<file path="src/rtl/tm_width_meter.sv">
// Measures the high time of a Tm pulse in ce ticks, reporting it with an ok strobe and ovf/gl flags.
// Define TM_SYNC_EN to insert a two-flop synchronizer on Tm when it comes from an asynchronous source.
module tm_width_meter #(
  parameter int W = 16
) (
  input  logic         clk,
  input  logic         rst,
  input  logic         ce,
  input  logic         Tm,
  output logic [W-1:0] dat,
  output logic         ok,
  output logic         ovf,
  output logic         gl,
  output logic         busy
);

  typedef enum logic {S_IDLE, S_MEAS} state_t;

  localparam logic [W-1:0] CNT_MAX = {W{1'b1}};

  state_t         r_state, w_state_nxt;
  logic           r_tm_r, r_tm_p;
  logic           w_tm_in, w_rise, w_fall;
  logic [W-1:0]   r_cnt, w_cnt_nxt;
  logic           r_sat, w_sat_nxt;
  logic [W-1:0]   r_dat, w_dat_nxt;
  logic           r_ovf, w_ovf_nxt;
  logic           r_gl, w_gl_nxt;
  logic           r_ok, w_ok_nxt;

`ifdef TM_SYNC_EN
  logic r_sync1, r_sync2;

  // Reset high so a marker already asserted at reset release is not mistaken for a rise.
  always_ff @(posedge clk) begin
    if (rst) begin
      r_sync1 <= 1'b1;
      r_sync2 <= 1'b1;
    end else begin
      r_sync1 <= Tm;
      r_sync2 <= r_sync1;
    end
  end

  assign w_tm_in = r_sync2;
`else
  assign w_tm_in = Tm;
`endif

  always_ff @(posedge clk) begin
    if (rst) begin
      r_tm_r <= 1'b1;
      r_tm_p <= 1'b1;
    end else begin
      r_tm_r <= w_tm_in;
      r_tm_p <= r_tm_r;
    end
  end

  assign w_rise = r_tm_r & ~r_tm_p;
  assign w_fall = ~r_tm_r & r_tm_p;

  always_ff @(posedge clk) begin
    if (rst) begin
      r_state <= S_IDLE;
      r_cnt   <= '0;
      r_sat   <= 1'b0;
      r_dat   <= '0;
      r_ovf   <= 1'b0;
      r_gl    <= 1'b0;
      r_ok    <= 1'b0;
    end else begin
      r_state <= w_state_nxt;
      r_cnt   <= w_cnt_nxt;
      r_sat   <= w_sat_nxt;
      r_dat   <= w_dat_nxt;
      r_ovf   <= w_ovf_nxt;
      r_gl    <= w_gl_nxt;
      r_ok    <= w_ok_nxt;
    end
  end

  always_comb begin
    w_state_nxt = r_state;
    w_cnt_nxt   = r_cnt;
    w_sat_nxt   = r_sat;
    w_dat_nxt   = r_dat;
    w_ovf_nxt   = r_ovf;
    w_gl_nxt    = r_gl;
    w_ok_nxt    = 1'b0;
    case (r_state)
      S_IDLE: begin
        if (w_rise) begin
          w_state_nxt = S_MEAS;
          w_cnt_nxt   = {{(W-1){1'b0}}, ce};
          w_sat_nxt   = 1'b0;
        end
      end
      S_MEAS: begin
        if (w_fall) begin
          w_state_nxt = S_IDLE;
          w_dat_nxt   = r_cnt;
          w_ovf_nxt   = r_sat;
          w_gl_nxt    = (r_cnt == '0);
          w_ok_nxt    = 1'b1;
        end else if (r_tm_r && ce) begin
          // Counter sticks at full scale; sat remembers that ticks were lost.
          if (r_cnt == CNT_MAX) w_sat_nxt = 1'b1;
          else                  w_cnt_nxt = r_cnt + W'(1);
        end
      end
    endcase
  end

  assign dat  = r_dat;
  assign ok   = r_ok;
  assign ovf  = r_ovf;
  assign gl   = r_gl;
  assign busy = (r_state == S_MEAS);

endmodule
</file>
<file path="config.mk">
export PLATFORM = sky130hd
export DESIGN_NAME = tm_width_meter
export DESIGN_NICKNAME = d
export VERILOG_FILES = /design/src/rtl/tm_width_meter.sv
export SDC_FILE = /design/constraint.sdc
export NUM_CORES = 1
export LEC_CHECK = 0
export CAP_MARGIN = 30
export CORE_ASPECT_RATIO = 0.5
export CORE_UTILIZATION = 54
export CTS_CLUSTER_DIAMETER = 120
export DETAILED_ROUTE_END_ITERATION = 16
export PLACE_DENSITY = 0.78
export SETUP_SLACK_MARGIN = 0.02
export SLEW_MARGIN = 20
export SYNTH_ARGS = -nofsm -noshare
export SYNTH_HDL_FRONTEND = slang
export SYNTH_SLANG_ARGS = --single-unit
</file>
<file path="constraint.sdc">
create_clock -name clk -period 2.15 [get_ports clk]
set_input_delay 0.5375 -clock clk [delete_from_list [all_inputs] [get_ports clk]]
set_output_delay 0.5375 -clock clk [all_outputs]
set_load 0.005 [all_outputs]
</file>
Word level (Yosys, flattened, before mapping):

Cells that the tools add are included.

* reduce and logical (&&, ||, !) cells: 6
* equality and inequality tests: 6
* bitwise logic cells: 5
* add/subtract/negate cells: 1
* mux-type cells: 14

Operator list (count)
* 2-to-1 mux 16 bit: 4
* one-hot mux 16 bit (2 select lines): 1
* adder 16 x 1 -> 16 bit, second input constant: 1
* equality test 16 bit, second input constant: 1
* logical NOT 16 bit: 1
* AND reduction 4 bit: 2
* 2-to-1 mux 1 bit: 7
* != test 2 bit, second input constant: 3
* != test 2 x 1 -> 1 bit, second input constant: 2
* one-hot mux 1 bit (2 select lines): 2
* NOT 1 bit: 3
* bitwise AND 1 bit: 2
* AND reduction 2 bit: 1
* OR reduction 2 bit: 1
* logical AND 1 bit: 1

* register bits after elaboration: 39
* word-level logic and storage cells: 41
* output and inout port bits: 20
* input port bits: 4

Longest topological paths before layout:

Gate-level depths: netlist (run 1).

* word-level depth: 5
* gate-level depth with buffers: 6
* depth with buffers taken out: 5

Least setup slack after synthesis (run 1):

Ideal clock, no wire load.

* path kind: flip-flop to flip-flop
* start: reg r_cnt[0]
* end: reg r_cnt[0]
* slack: 323 ps
* buffers on the path: 1
* arrival time: 1695 ps
* required time: 2018 ps
* period minus slack after synthesis: 1827 ps
* library setup time: 132 ps
* cell stages (with the launch flop): 7
* path through: dfxtp_1 > ha_1 > nand4_2 > or4_4 > buf_6 > a211oi_1 > a211oi_1

* word-level cells in the longest chain between the ends: 5
* elaborated cells between the ends (all ways): 8
* those cells by class: add/sub (1); eq/ne (2); mux (4); reduce/logical (1)

RTL lines
* start, declared: RTL line 24 `logic [W-1:0] r_cnt, w_cnt_nxt;`
* start signal, assigned: RTL line 74 `r_cnt <= w_cnt_nxt;`
* adder 16 x 1 -> 16 bit: RTL line 109 `else w_cnt_nxt = r_cnt + W'(1);`
* 2-to-1 mux 16 bit: RTL line 108 `if (r_cnt == CNT_MAX) w_sat_nxt = 1'b1;`
* 2-to-1 mux 16 bit: RTL line 106 `end else if (r_tm_r && ce) begin`
* 2-to-1 mux 16 bit: RTL line 100 `if (w_fall) begin`
* one-hot mux 16 bit (2 select lines): RTL line 91 `case (r_state)`

Several ways; a longest one is shown, not always the timed one. The select of a mux whose other input is x is not followed.
A chain may end at the register's enable or synchronous reset.

Worst setup path after layout (run 1):

* start: reg r_cnt[1]
* end: reg r_cnt[0]

* word-level cells in the longest chain between the ends: 3

RTL lines (RTL line)
* equality test 16 bit: 108
* != test 2 bit (no line)
* AND reduction 4 bit (no line)

Every way passes these cells.

==> results of run 1 <==
==> through the flow <==
stage                     setup slack (ns)  instance area [um2]  power, mW    util
final                               0.1482                 2337      1.431  0.7413
after CTS                           0.1373                 2335      1.436  0.7405
after global routing               0.05157                 2337      1.468  0.7413
after floorplan                     0.3231                 1883     0.8017       -
after global placement              0.1099                 2217     0.8270  0.7032
after detailed placement           0.01239                 2222     0.8290  0.7048
==> registers in the layout (all words and copies together), names as in the netlist <==
| signal | count |
|---|---|
| r_tm_p | 1 |
| busy | 1 |
| r_sat | 1 |
| gl | 1 |
| ok | 1 |
| r_tm_r | 1 |
| dat | 16 |
| r_cnt | 16 |
| ovf | 1 |
==> synthesized netlist by cell type, types with 2 or more instances <==
| master | n |
|---|---|
| o21ai_0 | 3 |
| o311ai_0 | 2 |
| nor2_1 | 5 |
| buf_4 | 2 |
| a21oi_1 | 22 |
| nor2b_1 | 3 |
| mux2i_1 | 6 |
| buf_2 | 3 |
| ha_1 | 2 |
| nand2b_1 | 4 |
| and3_1 | 4 |
| clkbuf_1 | 9 |
| or4_1 | 2 |
| nor3_1 | 4 |
| clkbuf_2 | 2 |
| nand2_1 | 45 |
| or3_1 | 6 |
| nor4_1 | 7 |
| o22a_1 | 3 |
| dfxtp_1 | 39 |
| nand3_1 | 9 |
| a211oi_1 | 3 |
| nand4_1 | 9 |
| or2_2 | 4 |
| and4_1 | 2 |
| inv_1 | 3 |
| a31oi_1 | 4 |
| o211ai_1 | 3 |
==> repair_timing <==
action,4_1_cts,5_1_grt
hold endpoints to repair,0,0
endpoints found under the setup margin,0,2
gates resized for setup,0,1
setup buffers,0,0
==> cell families (layout without fill, tap and decap cells) <==
logic type	count (synthesis)	after routing	share of synthesized area
AO/OA/AOI/OAI	49	49	0.1708
AND/OR/NAND/NOR	112	112	0.3163
adder cells (fa/ha/maj)	2	2	0.01329
multiplexers	6	6	0.03189
buffers and inverters	21	54	0.05315
flip-flops	39	39	0.4146
==> layer usage <==
layer  up-vias  GRT usage  routed length, um
met1       845     0.4165               2438
met5         -          0                  0
met3         9    0.09524                493
met4         0    0.07667                 42
li1        892          -                  -
met2        91     0.4224               2080
==> area by class of cell <==
| class | count | share of cell area |
|---|---|---|
| well taps | 40 | 0.02141 |
| clock buffers | 5 | 0.02944 |
| repair buffers | 43 | 0.1617 |
| clock inverters | 3 | 0.01874 |
| flip-flops and latches | 39 | 0.3340 |
| multi-input cells | 169 | 0.4299 |
| inverters | 3 | 0.004818 |
==> power by group <==
group	total [mW]	switching, mW	internal [mW]
Sequential	0.735	0.00883	0.726
Combinational	0.0791	0.0456	0.0336
Clock	0.617	0.271	0.345
==> critical path: stages (launching register included) <==
cell	delay, ns
dfxtp_1	0.41
ha_2	0.26
nand4_2	0.22
or4_4	0.66
a211oi_1	0.26
a211oi_1	0.07
==> worst min-delay path by stage <==
stage / start / slack [ns] / to / cells after the start
2_1_floorplan: r_sat$_SDFFE_PP0P_ / 0.43 / ovf$_SDFFE_PP0P_ / 2
3_3_place_gp: dat[15]$_SDFFE_PP0P_ / 0.44 / dat[15]$_SDFFE_PP0P_ / 2
3_5_place_dp: dat[1]$_SDFFE_PP0P_ / 0.45 / dat[1]$_SDFFE_PP0P_ / 2
4_1_cts: dat[1]$_SDFFE_PP0P_ / 0.46 / dat[1]$_SDFFE_PP0P_ / 2
5_1_grt: dat[11]$_SDFFE_PP0P_ / 0.48 / dat[11]$_SDFFE_PP0P_ / 2
6_report: dat[1]$_SDFFE_PP0P_ / 0.46 / dat[1]$_SDFFE_PP0P_ / 2
==> metrics, run 1 <==
RR Startpoint=r_cnt[1]$_SDFFE_PP0P_; fin nets=267; Worst Max-Slew Pin Slew=0.4632 ns; RR Endpoint=r_cnt[0]$_SDFFE_PP0P_; port buffer count=23; Worst-path clk slew=0.08 ns; Placed Cells=294; most frequent cells in the layout=nand2_1 (45), dfxtp_1 (39), clkdlybuf4s50_1 (23); CTS tree=built; Max IR drop VDD=0.0002805 V; Post-Synthesis Cells=229; Detailed Route Iter0 Violations=153; status=complete, no violations; CTS sink cnt=39; Crit path required time=2.32 ns; synthesized flop and latch total=39; fill cell count=240; worst-path maximum fanout=8; final hold violations=0; H-tree depth=2; Ant. Diodes=0; Final Max Slew Viols=0; die footprint=0.003741 mm2; kind of critical path=reg -> reg; clock insertion delay at the later pin of the skew report=0.30 ns; hpwl dp=3.707 mm; HP Class=reg -> reg; Power Dens Cells=612.3 mW/mm2; worst setup path endpoint=r_cnt[0]$_SDFFE_PP0P_; CP Data Arrival Time=2.18 ns; max_cap viols=0; cells on worst reg2reg path=5; core footprint=0.003153 mm2; drt via density=6.083; # setup viols final=0; Final Non-Filler Cells=302; Final Cycle Share=0.9311; Pre-Repair DR Iteration Count=6; first-pass GRT wire length=7.886 mm; minimum hold slack=0.4568 ns; synthesized net count=235; YS warnings=0; area grow syn2layout=24.12%; commonest non-fill, non-tap cell in the layout=nand2_1; number of enable flip-flop cells after synthesis=0; Synth Cell Area=0.001883 mm2; minimum clock period after layout=2.002 ns; GRT Util Overall=0.2901; P_leak=0.8412 nW; RSZ-0062 raised after global routing=no; FP Rows=14; Critical Path End Type=register; Worst Setup SP=r_cnt[1]$_SDFFE_PP0P_; GP Congestion=0.9540; total CTS buffers=5; WL final=5.055 mm; worst relative slew slack=0.6905; Final Skew=0.007284 ns; syn avg cell area=8.223 um2; initial antenna violation count=0; largest net degree at the start of global routing=37; post-synthesis sequential area ratio=0.4146; TNS Setup=0 ns; Starting Density=0.5972; Synth area leader=dfxtp_1; via count=1,837; Die Ht=43.76 um; io pins=24; GR Overflow Total=0; register area=780.7 um2; Fmax=499.6 MHz; drc violations=0; CTS Root Cell=clkbuf_8; CTS Buffer Depth=2; Synth area leaders=dfxtp_1 (41%), nand2_1 (9.0%), a21oi_1 (5.8%); Post-CTS Hold Fix Bufs=0; Final ANT Viol Nets=0; CP Launch Type=register; WL/cell=16.74 um; Die W=85.51 um; top cell type's share of synthesized area=0.4146; area used by multi-input combinational logic=0.001005 mm2; Synth Flop Type=dfxtp_1; Post-synth ARST share=0; Netlist cell types=47; vias in the first global route=1,557; Reg2Reg Setup Slack=0.15 ns; fraction of layout cells with a size suffix above 1=0.1489
(Power assumes the default switching activity.)
==> inputs of run 2 (changes only) <==
--- a/config.mk
+++ b/config.mk
@@ -8,7 +8,6 @@
 export CAP_MARGIN = 30
 export CORE_ASPECT_RATIO = 0.5
 export CORE_UTILIZATION = 54
-export CTS_CLUSTER_DIAMETER = 120
 export DETAILED_ROUTE_END_ITERATION = 16
 export PLACE_DENSITY = 0.78
 export SETUP_SLACK_MARGIN = 0.02
==> results of run 2 <==
Final layout, timing and power as in run 1 (identical DEF).
==> inputs of run 3 (changes only) <==
--- a/config.mk
+++ b/config.mk
@@ -5,11 +5,11 @@
 export SDC_FILE = /design/constraint.sdc
 export NUM_CORES = 1
 export LEC_CHECK = 0
-export CAP_MARGIN = 30
 export CORE_ASPECT_RATIO = 0.5
-export CORE_UTILIZATION = 54
+export CORE_UTILIZATION = 57
+export CTS_BUF_LIST = sky130_fd_sc_hd__clkbuf_2 sky130_fd_sc_hd__clkbuf_4 sky130_fd_sc_hd__clkbuf_8
 export DETAILED_ROUTE_END_ITERATION = 16
-export PLACE_DENSITY = 0.78
+export PLACE_DENSITY = 0.82
 export SETUP_SLACK_MARGIN = 0.02
 export SLEW_MARGIN = 20
 export SYNTH_ARGS = -nofsm -noshare
==> metrics, run 3 (synthesized netlist as in run 1, its figures left out) <==
initial antenna violation count=0 (unchanged); CTS tree=built (unchanged); Worst Max-Slew Pin Slew=0.5712 ns (was 0.4632 ns); Tot Pwr=1.312 mW (was 1.431 mW); H-tree depth=2 (unchanged); WL/cell=16.18 um (was 16.74 um); Fmax=516.5 MHz (was 499.6 MHz); TNS Setup=0 ns (unchanged); RSZ-0062 raised after global routing=no (unchanged); largest net degree at the start of global routing=37 (unchanged); fill cell count=236 (was 240); Ant. Diodes=0 (unchanged); minimum clock period after layout=1.936 ns (was 2.002 ns); die footprint=0.003551 mm2 (was 0.003741 mm2); Post-CTS Resized=0 (unchanged); Worst-path clk slew=0.08 ns (about the same); CP Data Arrival Time=2.10 ns (was 2.18 ns); Final Skew=0.004745 ns (was 0.007284 ns); critical-path cell list=ha_1 -> nand4_2 -> or4_4 -> a211oi_1 -> a211oi_1 (was ha_2 -> nand4_2 -> or4_4 -> a211oi_1 -> a211oi_1); status=complete, no violations (unchanged); worst relative slew slack=0.6175 (was 0.6905); max_cap viols=0 (unchanged); Die Ht=42.64 um (was 43.76 um); Pre-Repair DR Iteration Count=4 (was 6); worst-path maximum fanout=8 (unchanged); Placed Cells=291 (was 294); GRT Util Overall=0.2891 (was 0.2901); total CTS buffers=5 (unchanged); Crit path largest cell delay=0.66 ns (about the same); area post-placement=0.002202 mm2 (was 0.002222 mm2); fin nets=264 (was 267); fraction of layout cells with a size suffix above 1=0.1429 (was 0.1489); core footprint=0.003065 mm2 (was 0.003153 mm2); # setup viols final=0 (unchanged); drc violations=0 (unchanged); setup bufs post-CTS=0 (unchanged); drt via density=6.127 (was 6.083); P_leak=0.8160 nW (was 0.8412 nW); kind of critical path=reg -> reg (unchanged); HP Class=reg -> reg (unchanged); CTS Buffer Depth=2 (unchanged); FP Rows=14 (unchanged); Final Max Slew Viols=0 (unchanged); port buffer count=23 (unchanged); final hold violations=0 (unchanged); Starting Density=0.6143 (was 0.5972); commonest non-fill, non-tap cell in the layout=nand2_1 (unchanged); Final Non-Filler Cells=299 (was 302); Post-Layout Inst Area=0.002297 mm2 (was 0.002337 mm2); slowest CP cell=or4_4 (unchanged); Crit path required time=2.31 ns (was 2.32 ns); GR Overflow Total=0 (unchanged); CTS Root Cell=clkbuf_8 (unchanged); Final Cycle Share=0.9006 (was 0.9311); area grow syn2layout=21.99% (was 24.12%); cell family with most CP delay=simple AND/OR/NAND/NOR gates (unchanged); Die W=83.29 um (was 85.51 um); WL final=4.838 mm (was 5.055 mm); GP Congestion=0.9754 (was 0.9540); Power Dens Cells=571.3 mW/mm2 (was 612.3 mW/mm2); most frequent cells in the layout=nand2_1 (45), dfxtp_1 (38), clkdlybuf4s50_1 (23) (was nand2_1 (45), dfxtp_1 (39), clkdlybuf4s50_1 (23)); post-place setup slack=-0.03504 ns (was 0.01239 ns); hpwl dp=3.562 mm (was 3.707 mm); minimum hold slack=0.4558 ns (was 0.4568 ns); Critical Path End Type=register (unchanged); Final ANT Viol Nets=0 (unchanged); worst setup margin=0.2138 ns (was 0.1482 ns); clock insertion delay at the later pin of the skew report=0.29 ns (was 0.30 ns); worst path bufs/invs=0 (unchanged); via count=1,832 (was 1,837); Post-CTS Hold Fix Bufs=0 (unchanged); Max IR drop VDD=0.0003669 V (was 0.0002805 V); CTS sink cnt=39 (unchanged); Crit path top cell by count=a211oi_1 (unchanged); first-pass GRT wire length=7.783 mm (was 7.886 mm); io pins=24 (unchanged); Detailed Route Iter0 Violations=157 (was 153); fin util=0.7494 (was 0.7413); CP Launch Type=register (unchanged); vias in the first global route=1,527 (was 1,557)
[run 3: cell types whose count changed in the layout (fill, tap and decap cells not counted), sizes merged]
cell      change
buf           -3
bufinv        -1
clkbuf        +1
clkinv        -1
clkinvlp      +1
[run 3: per-layer routing]
metal / share of wire / up-vias / GRT usage
li1: - / 893 / -
met1: 0.47 / 839 / 0.4400
met2: 0.40 / 95 / 0.4082
met3: 0.12 / 5 / 0.07087
met4: 0.0048 / 0 / 0.06207
met5: 0 / - / 0
[run 3: layout make-up]
class / instances / area (um2) / area share
clock inverter: 2 / 12.51 / 0.005447
inverter: 3 / 11.26 / 0.004902
multi-input combinational: 169 / 1007 / 0.4385
tap: 40 / 50.05 / 0.02179
timing repair buffer: 40 / 357.8 / 0.1558
clock buffer: 6 / 76.32 / 0.03322
sequential: 39 / 782.0 / 0.3404
[run 3: final timing paths]
kind	start	endpoint	slack, ns	cells after the start
worst max-delay path	r_cnt[1]$_SDFFE_PP0P_	r_cnt[0]$_SDFFE_PP0P_	0.21	5
worst min-delay path	dat[6]$_SDFFE_PP0P_	dat[6]$_SDFFE_PP0P_	0.46	2
worst max register to register	r_cnt[1]$_SDFFE_PP0P_	r_cnt[0]$_SDFFE_PP0P_	0.21	5
worst min register to register	dat[6]$_SDFFE_PP0P_	dat[6]$_SDFFE_PP0P_	0.46	2
[run 3: tightest hold or removal path: cells and delay by family, from the launching register on]
kind	cells	cell delay, ns
flip-flops	1	0.31
AND/OR/NAND/NOR	1	0.05
AO/OA/AOI/OAI	1	0.05
[run 3: power breakdown]
group          total (mW)  switching [mW]  internal [mW]
registers           0.734         0.00684          0.727
logic              0.0839          0.0482         0.0356
clock network       0.495           0.256          0.239
total                1.31           0.311           1.00
